===== src/rtl/com_pkg.sv =====
// Shared types and constants for the com control sequencer.
// One-hot state encoding, default block-type codes and the try counter width.
package com_pkg;

    typedef enum logic [9:0] {
        MAIN_IDLE = 10'b00_0000_0001,
        MAIN_WAIT = 10'b00_0000_0010,
        READ_IDLE = 10'b00_0000_0100,
        READ_WAIT = 10'b00_0000_1000,
        READ_WORK = 10'b00_0001_0000,
        READ_DONE = 10'b00_0010_0000,
        SEND_IDLE = 10'b00_0100_0000,
        SEND_WAIT = 10'b00_1000_0000,
        SEND_WORK = 10'b01_0000_0000,
        SEND_DONE = 10'b10_0000_0000
    } state_t;

    localparam int unsigned BTYPE_INIT_DEF = 0;
    localparam int unsigned BTYPE_INFO_DEF = 1;
    localparam int unsigned BTYPE_DATA_DEF = 14;

    function automatic int unsigned try_cnt_w(input int unsigned max_try);
        return (max_try < 1) ? 1 : $clog2(max_try + 1);
    endfunction

endpackage


===== src/rtl/com_timer.sv =====
// Per-state window counter: runs while en is high, restarts from 0 whenever en drops.
// expire is high during the LIMIT-th consecutive enabled cycle.
module com_timer #(
    parameter int unsigned LIMIT = 2
) (
    input  logic clk,
    input  logic rst_n,
    input  logic en,
    output logic expire
);

    localparam int unsigned W = (LIMIT < 2) ? 1 : $clog2(LIMIT);
    localparam logic [W-1:0] LAST = W'(LIMIT - 1);

    logic [W-1:0] cnt;

    // Saturate at LAST so a stalled state cannot wrap into a second expiry.
    always_ff @(posedge clk) begin
        if (!rst_n) begin
            cnt <= '0;
        end else if (!en) begin
            cnt <= '0;
        end else if (cnt != LAST) begin
            cnt <= cnt + W'(1);
        end
    end

    assign expire = en && (cnt == LAST);

endmodule


===== src/rtl/com_cs_ctrl.sv =====
// Sequencer between the collect-side data path and the com link layer:
// arbitrates send/read, drives the link handshakes and retries unanswered sends.
module com_cs_ctrl
    import com_pkg::*;
#(
    parameter int unsigned BTYPE_W    = 4,
    parameter int unsigned IDX_W      = 4,
    parameter int unsigned IDX_MAX    = 5,
    parameter int unsigned TIMEOUT    = 450,
    parameter int unsigned RD_TIMEOUT = 1024,
    parameter int unsigned MAX_TRY    = 3,
    parameter logic [BTYPE_W-1:0] BTYPE_INIT = BTYPE_W'(BTYPE_INIT_DEF),
    parameter logic [BTYPE_W-1:0] BTYPE_INFO = BTYPE_W'(BTYPE_INFO_DEF),
    parameter logic [BTYPE_W-1:0] BTYPE_DATA = BTYPE_W'(BTYPE_DATA_DEF)
) (
    input  logic                           clk,
    input  logic                           rst_n,
    input  logic                           fs_send,
    output logic                           fd_send,
    output logic                           send_ok,
    output logic                           fs_read,
    input  logic                           fd_read,
    output logic                           rd_timeout,
    output logic                           fs_com_send,
    input  logic                           fd_com_send,
    input  logic                           fs_com_read,
    output logic                           fd_com_read,
    output logic [BTYPE_W-1:0]             com_tx_btype,
    input  logic [BTYPE_W-1:0]             com_rx_btype,
    output logic [BTYPE_W-1:0]             com_btype,
    output logic [IDX_W-1:0]               data_idx,
    output logic [try_cnt_w(MAX_TRY)-1:0]  try_cnt
);

    localparam int unsigned TRY_W = try_cnt_w(MAX_TRY);

    state_t state, state_nxt;

    logic snd_exp, rd_exp;
    logic snd_acc, rd_acc, snd_rsp, snd_tmo, snd_last;

    com_timer #(.LIMIT(TIMEOUT)) u_send_timer (
        .clk    (clk),
        .rst_n  (rst_n),
        .en     (state == SEND_WAIT),
        .expire (snd_exp)
    );

    com_timer #(.LIMIT(RD_TIMEOUT)) u_read_timer (
        .clk    (clk),
        .rst_n  (rst_n),
        .en     (state == READ_WAIT),
        .expire (rd_exp)
    );

    // A response or upstream consume on the expiry cycle takes precedence over the timeout.
    assign rd_acc     = (state == MAIN_WAIT) && fs_com_read;
    assign snd_acc    = (state == MAIN_WAIT) && !fs_com_read && fs_send;
    assign snd_rsp    = (state == SEND_WAIT) && fs_com_read;
    assign snd_tmo    = snd_exp && !fs_com_read;
    assign snd_last   = (try_cnt == TRY_W'(MAX_TRY - 1));
    assign rd_timeout = rd_exp && !fd_read;

    always_ff @(posedge clk) begin
        if (!rst_n) begin
            state <= MAIN_IDLE;
        end else begin
            state <= state_nxt;
        end
    end

    always_comb begin
        state_nxt = state;
        case (state)
            MAIN_IDLE: state_nxt = MAIN_WAIT;
            MAIN_WAIT: begin
                if (fs_com_read) begin
                    state_nxt = READ_IDLE;
                end else if (fs_send) begin
                    state_nxt = SEND_IDLE;
                end
            end
            READ_IDLE: state_nxt = READ_WAIT;
            READ_WAIT: begin
                if (fd_read) begin
                    state_nxt = READ_WORK;
                end else if (rd_exp) begin
                    state_nxt = READ_DONE;
                end
            end
            READ_WORK: if (!fs_com_read) state_nxt = READ_DONE;
            READ_DONE: if (fd_com_send) state_nxt = MAIN_WAIT;
            SEND_IDLE: if (fd_com_send) state_nxt = SEND_WAIT;
            SEND_WAIT: begin
                if (fs_com_read) begin
                    state_nxt = SEND_WORK;
                end else if (snd_exp) begin
                    state_nxt = snd_last ? SEND_DONE : SEND_IDLE;
                end
            end
            SEND_WORK: if (!fs_com_read) state_nxt = SEND_DONE;
            SEND_DONE: if (!fs_send) state_nxt = MAIN_IDLE;
            default:   state_nxt = MAIN_IDLE;
        endcase
    end

    assign fd_send     = (state == SEND_DONE);
    assign fs_read     = (state == READ_WAIT);
    assign fs_com_send = (state == SEND_IDLE) || (state == READ_DONE);
    assign fd_com_read = (state == SEND_WORK) || (state == READ_WORK);

    always_ff @(posedge clk) begin
        if (!rst_n) begin
            data_idx <= IDX_W'(IDX_MAX);
        end else if (snd_acc) begin
            data_idx <= (data_idx == IDX_W'(IDX_MAX)) ? '0 : data_idx + IDX_W'(1);
        end
    end

    always_ff @(posedge clk) begin
        if (!rst_n) begin
            com_tx_btype <= BTYPE_INIT;
        end else if (state == MAIN_IDLE) begin
            com_tx_btype <= BTYPE_INIT;
        end else if (snd_acc) begin
            com_tx_btype <= BTYPE_DATA;
        end else if (rd_acc) begin
            com_tx_btype <= BTYPE_INFO;
        end
    end

    always_ff @(posedge clk) begin
        if (!rst_n) begin
            com_btype <= BTYPE_INIT;
        end else if ((state == MAIN_IDLE) || (state == MAIN_WAIT)) begin
            com_btype <= BTYPE_INIT;
        end else if ((state == READ_IDLE) || snd_rsp) begin
            com_btype <= com_rx_btype;
        end
    end

    always_ff @(posedge clk) begin
        if (!rst_n) begin
            try_cnt <= '0;
            send_ok <= 1'b0;
        end else if ((state == MAIN_IDLE) || snd_acc) begin
            try_cnt <= '0;
            send_ok <= 1'b0;
        end else if (snd_rsp) begin
            send_ok <= 1'b1;
        end else if (snd_tmo) begin
            if (snd_last) begin
                send_ok <= 1'b0;
            end else begin
                try_cnt <= try_cnt + TRY_W'(1);
            end
        end
    end

endmodule


===== config.mk =====
export PLATFORM = sky130hd
export DESIGN_NAME = com_cs_ctrl
export DESIGN_NICKNAME = d
export VERILOG_FILES = /design/src/rtl/com_pkg.sv /design/src/rtl/com_timer.sv /design/src/rtl/com_cs_ctrl.sv
export SDC_FILE = /design/constraint.sdc
export NUM_CORES = 1
export LEC_CHECK = 0
export BUFFER_PORTS_ARGS = -buffer_cell sky130_fd_sc_hd__buf_2
export CAP_MARGIN = 25
export CORE_MARGIN = 5
export CORE_UTILIZATION = 55
export DETAILED_ROUTE_END_ITERATION = 8
export GPL_TIMING_DRIVEN = 1
export PLACE_DENSITY = 0.77
export SLEW_MARGIN = 10
export SYNTH_ARGS = -nofsm -noshare
export SYNTH_HDL_FRONTEND = slang
export SYNTH_SLANG_ARGS = --single-unit

===== constraint.sdc =====
create_clock -name clk -period 3.3 [get_ports clk]
set_input_delay 0.66 -clock clk [delete_from_list [all_inputs] [get_ports clk]]
set_output_delay 0.66 -clock clk [all_outputs]
set_load 0.01 [all_outputs]

Word level (Yosys, flattened, before mapping)
Cells that the tools add are included.
{"block": "op_classes", "n_bitwise": 3, "eq_ne": 24, "reduce_logical": 27, "add_sub_neg": 4, "mux": 19}
{"cell": "$mux 10", "n": 12}
{"cell": "$pmux 10 s10", "n": 1}
{"cell": "$eq 10x10->1 const B", "n": 2}
{"cell": "$mux 4", "n": 3}
{"cell": "$add 10x1->10 const B", "n": 1}
{"cell": "$eq 10x1->1 const B", "n": 1}
{"cell": "$eq 10x2->1 const B", "n": 1}
{"cell": "$eq 10x3->1 const B", "n": 1}
{"cell": "$eq 10x4->1 const B", "n": 1}
{"cell": "$eq 10x5->1 const B", "n": 1}
{"cell": "$eq 10x6->1 const B", "n": 1}
{"cell": "$eq 10x7->1 const B", "n": 1}
{"cell": "$eq 10x8->1 const B", "n": 1}
{"cell": "$eq 10x9->1 const B", "n": 1}
{"cell": "$ne 10x10->1 const B", "n": 1}
{"cell": "$ne 2x2->1 const B", "n": 5}
{"cell": "$add 9x1->9 const B", "n": 1}
{"cell": "$eq 9x9->1 const B", "n": 1}
{"cell": "$ne 3x3->1 const B", "n": 3}
{"cell": "$ne 9x9->1 const B", "n": 1}
{"cell": "$logic_and 1x1->1", "n": 8}
{"cell": "$reduce_and 8->1", "n": 1}
{"cell": "$reduce_and 2->1", "n": 3}
{"cell": "$reduce_bool 2->1", "n": 3}
{"cell": "other kinds (11)", "n": 22}
{"block": "word_totals", "wordCells": 86, "input_bits": 10, "reg_bits": 44, "output_inout_bits": 20}

Longest topological paths before layout
{"block": "depth", "ltp_word": 5, "depth_mapped": 7, "depth_no_buf": 7}

Hierarchy
A second synthesis with hierarchy kept.
{"block": "hier_totals", "hier_cells": 268, "area_unflattened_um2": 2296.0}
{"mod": "com_cs_ctrl", "area_per_inst_um2": 1335.0, "cells_each": 164, "n_inst": 1, "seq_area_each_um2": 460.4}
{"mod": "com_timer (u_read_timer)", "area_per_inst_um2": 514.2, "cells_each": 54, "n_inst": 1, "seq_area_each_um2": 200.2}
{"mod": "com_timer (u_send_timer)", "area_per_inst_um2": 446.7, "cells_each": 50, "n_inst": 1, "seq_area_each_um2": 180.2}

Least setup slack after synthesis
Ideal clock, no wire load.
{"block": "synth_timing", "path_kind": "register -> output", "startpoint": "reg state[0]", "endpoint": "out fs_com_send", "stages_incl_launch_ff": 4, "required_ns": 2.640, "arrival_time_ns": 1.331, "slack_ns": 1.309, "n_path_buf": 0, "path_cell_list": "dfxtp_1 -> or3_4 -> nor4_1 -> and3_1"}
{"block": "synth_via", "elab_chain_cells": 2, "word_cells_on_any_way": 3, "cone_classes": "eq/ne (2); reduce/logical (1)"}
{"item": "from (decl)", "line": "com_cs_ctrl.sv:37", "source": "state_t state, state_nxt;"}
{"item": "from (signal assigned)", "line": "com_cs_ctrl.sv:68", "source": "state <= state_nxt;"}
{"item": "$eq 10x7->1 or $eq 10x6->1 (tied branches)", "line": "com_cs_ctrl.sv:109", "source": "assign fs_com_send = (state == SEND_IDLE) || (state == READ_DONE);"}
{"item": "$logic_or 1x1->1 (*)", "line": "com_cs_ctrl.sv:109"}
{"item": "to (decl)", "line": "com_cs_ctrl.sv:24", "source": "output logic fs_com_send,"}
Mark *: on every way between the ends. The rest lies on a longest branch, timed or not.

Final worst setup path
Ends and elaborated chain as after synthesis.

==> flow_summary_export.csv <==
group,metric,value,unit
setup_path,crit_arrival,1.94,ns
clock_tree,cts_tree,"yes",
worst_hold_path,hold_path.class,"register to register",
place,gp_congestion,0.8904,
place,pre_cts_ws,1.057,ns
yosys,yosysUniqueCellTypes,52,
yosys,async_reset_ff_share,0,%
setup_path,cp_slowest_stage_delay,0.48,ns
sta,skew,0.002590,ns
floorplan,dieArea,5532,µm²
power,p_leak,0.9573,nW
grt,grt_max_degree,14,
setup_path,cp-end-kind,"primary output",
sta,timing.hold.ws,0.4767,ns
floorplan,core_area,4000,µm²
job,drv_cap,0,
clock_tree,htree_levels,2,
power,intPower,0.0007218,W
place,dp_hpwl,3.504,mm
sta,fmax,385.4,MHz
grt,grt_pass1_wl,7.728,mm
detailed_routing,ant_nets,0,
power,ir_worst_vdd,0.0002537,V
worst_hold_path,hold_start,"u_read_timer.cnt[1]",
worst_hold_path,whs_endpoint,"u_read_timer.cnt[1]",
place,io_buffers,29,
clock_tree,cts_buffers,5,
grt,grt_use_total,18.26,%
detailed_routing,dr.first_iter.drc_count,194,
setup_path,crit_required,2.64,ns
clock_tree,post_cts_resized,0,
sta,tns,0,ns
grt,antenna_found_initial,0,
yosys,synth_flop_cell,"dfxtp_1",
final_layout,fin_util,62.37,%
floorplan,die_w,74.38,µm
clock_tree,cts_setup_buffers,0,
detailed_routing,drc,0,
detailed_routing,routedWlPerCell,14.00,µm
setup_path,regToRegSetupSlack,1.08,ns
yosys,synth_cells,268,
yosys,ys_warn_count,0,
sta,drv_slew,0,
final_layout,drive_gt1_share,17.81,%
setup_path,rr_endpoint,"data_idx[3]",
clock_tree,worstSkewPairLatency,0.29,ns
detailed_routing,wl,4.787,mm
status,outcome,"complete, no violations",
yosys,synthTopCellsByArea,"dfxtp_1 (37%), nor2_1 (6.3%), a21oi_1 (3.5%)",
sta,post-route-min-period,2.595,ns
grt,grt_pass1_vias,1741,
power,swShare,26.56,%
floorplan,die_h,74.38,µm
sta,finalCritPeriodShare,78.64,%
sta,rsz0062_at_grt,"false",
floorplan,ios,30,
detailed_routing,via_per_inst,5.775,
yosys,synth_top_area_share,36.88,%
setup_path,r2r_cells,5,
final_layout,nets,306,
yosys,ys_seq_elements,42,
yosys,synth_edf_count,0,
detailed_routing,vias,1975,
clock_tree,cts_hold_buf,0,
final_layout,area_delta_synth_final,9.440,%
floorplan,rows,23,
power,combPwrFrac,14.3,%
yosys,avgSynthCellArea,8.506,µm²
sta,hold_viol,0,
worst_hold_path,hold_depth,2,
clock_tree,path_clk_slew,0.07,ns
clock_tree,clock_sinks,42,
floorplan,start_util,56.99,%
sta,worst_slack,0.7050,ns
setup_path,worstReg2RegStart,"state[4]",
power,switching_power,0.0002610,W
power,p_clk_share,31.4,%
setup_path,crit_path_top_delay_cell,"or3_4",
setup_path,path_class,"register to primary output",
yosys,syn_area,2280,µm²
detailed_routing,drt_pass1_iterations,5,
final_layout,n_fill_cell,373,
yosys,yosysMostFrequentCell,"dfxtp_1",
clock_tree,clk_path_buf_depth,2,
yosys,seq_area_frac_synth,36.88,%
power,power_density,394.0,nW/µm²
power,sequentialPowerShare,54.3,%
sta,maxSlewHeadroom,57.77,%
yosys,synth_top_area_cell,"dfxtp_1",
grt,grt-ovfl-total,0,
clock_tree,cts_root_buffer,"clkbuf_8",
sta,setup_viol,0,
setup_path,path_cells,"or3_4, nor4_1, and3_1, buf_2",
yosys,synthTopCellsByCount,"dfxtp_1 (42), nor2_1 (38), nand2_1 (19)",
final_layout,diodes,0,
setup_path,start_kind,"register",
sta,worstMarginPinSlew,0.6268,ns
yosys,syn_nets,282,
setup_path,cp_max_fo,9,
==> placed cells by master, fill, tap and decap left out, types with 4 or more instances in the layout <==
master	synthesis	layout
dfxtp_1	42	42
nor2_1	38	38
buf_2	4	29
nand2_1	19	19
a21oi_1	16	16
nand3_1	13	13
o21ai_0	13	13
inv_1	10	10
and3_1	10	10
xor2_1	8	8
nor2b_1	7	7
mux2i_1	7	7
xnor2_1	5	5
nand3b_1	5	5
clkbuf_8	0	5
nor3_1	4	4
a211oi_1	4	4
ha_1	4	4
==> cell families (layout without fill, tap and decap cells) <==
family,Yosys count,count (layout),share of synthesized area [%]
mux,7,7,3.074
flops,42,42,36.88
buf+inv,22,46,4.665
simple gates,132,132,34.36
compound gates,48,48,13.83
xor+xnor,13,13,4.995
fa+ha+maj,4,4,2.195
==> how the worst max path moves through the flow <==
| stage | from | end | slack, ns |
|---|---|---|---|
| floorplan | state[0] | fs_com_send | 1.31 |
| global route | state[0] | fs_com_send | 0.59 |
| CTS | state[0] | fs_com_send | 0.72 |
| finish | state[0] | fs_com_send | 0.70 |
| detailed placement | fd_read | rd_timeout | 1.06 |
| global placement | state[0] | fs_com_send | 1.05 |
==> flip-flops by register name, summed over array words and instances (netlist names) <==
signal	flops
com_tx_btype	2
send_ok	1
com_btype	4
state	10
data_idx	4
try_cnt	2
u_send_timer.cnt	9
u_read_timer.cnt	10
==> power by group through the flow <==
stage                     logic [W]  clock network, W  registers (W)
after floorplan            0.000119                 0       0.000536
after global placement     0.000137                 0       0.000544
after detailed placement   0.000139                 0       0.000545
after CTS                  0.000140          0.000320       0.000533
after global routing       0.000155          0.000340       0.000535
final                      0.000140          0.000309       0.000534
==> layer usage <==
layer / global-route usage, % / wire [µm]
met5: 0 / 0
met4: 7.115 / 70
met3: 5.000 / 315
met2: 29.07 / 2206
met1: 23.51 / 2194
==> layout make-up <==
class,instances,area (µm²),area share (%)
clock buffers,7,76.32,3.059
inverters,10,37.54,1.505
multi-input cells,204,1333,53.41
flip-flops and latches,42,840.8,33.70
well taps,50,62.56,2.508
repair buffers,29,145.1,5.817
==> critical path: cells and delay by family, from the launching register on <==
family                 cells  cell delay [ns]
and+or+nand+nor            3             1.11
buffers and inverters      1             0.13
DFF                        1             0.40
==> through the flow <==
stage | cell area, µm² | instances | total power (W)
final | 2495 | 342 | 0.0009829
after global routing | 2495 | 342 | 0.001031
after CTS | 2495 | 342 | 0.0009921
after detailed placement | 2419 | 335 | 0.0006831
after global placement | 2419 | 335 | 0.0006817
after floorplan | 2280 | 268 | 0.0006548
Note: power is estimated with default switching activity, not from simulation.
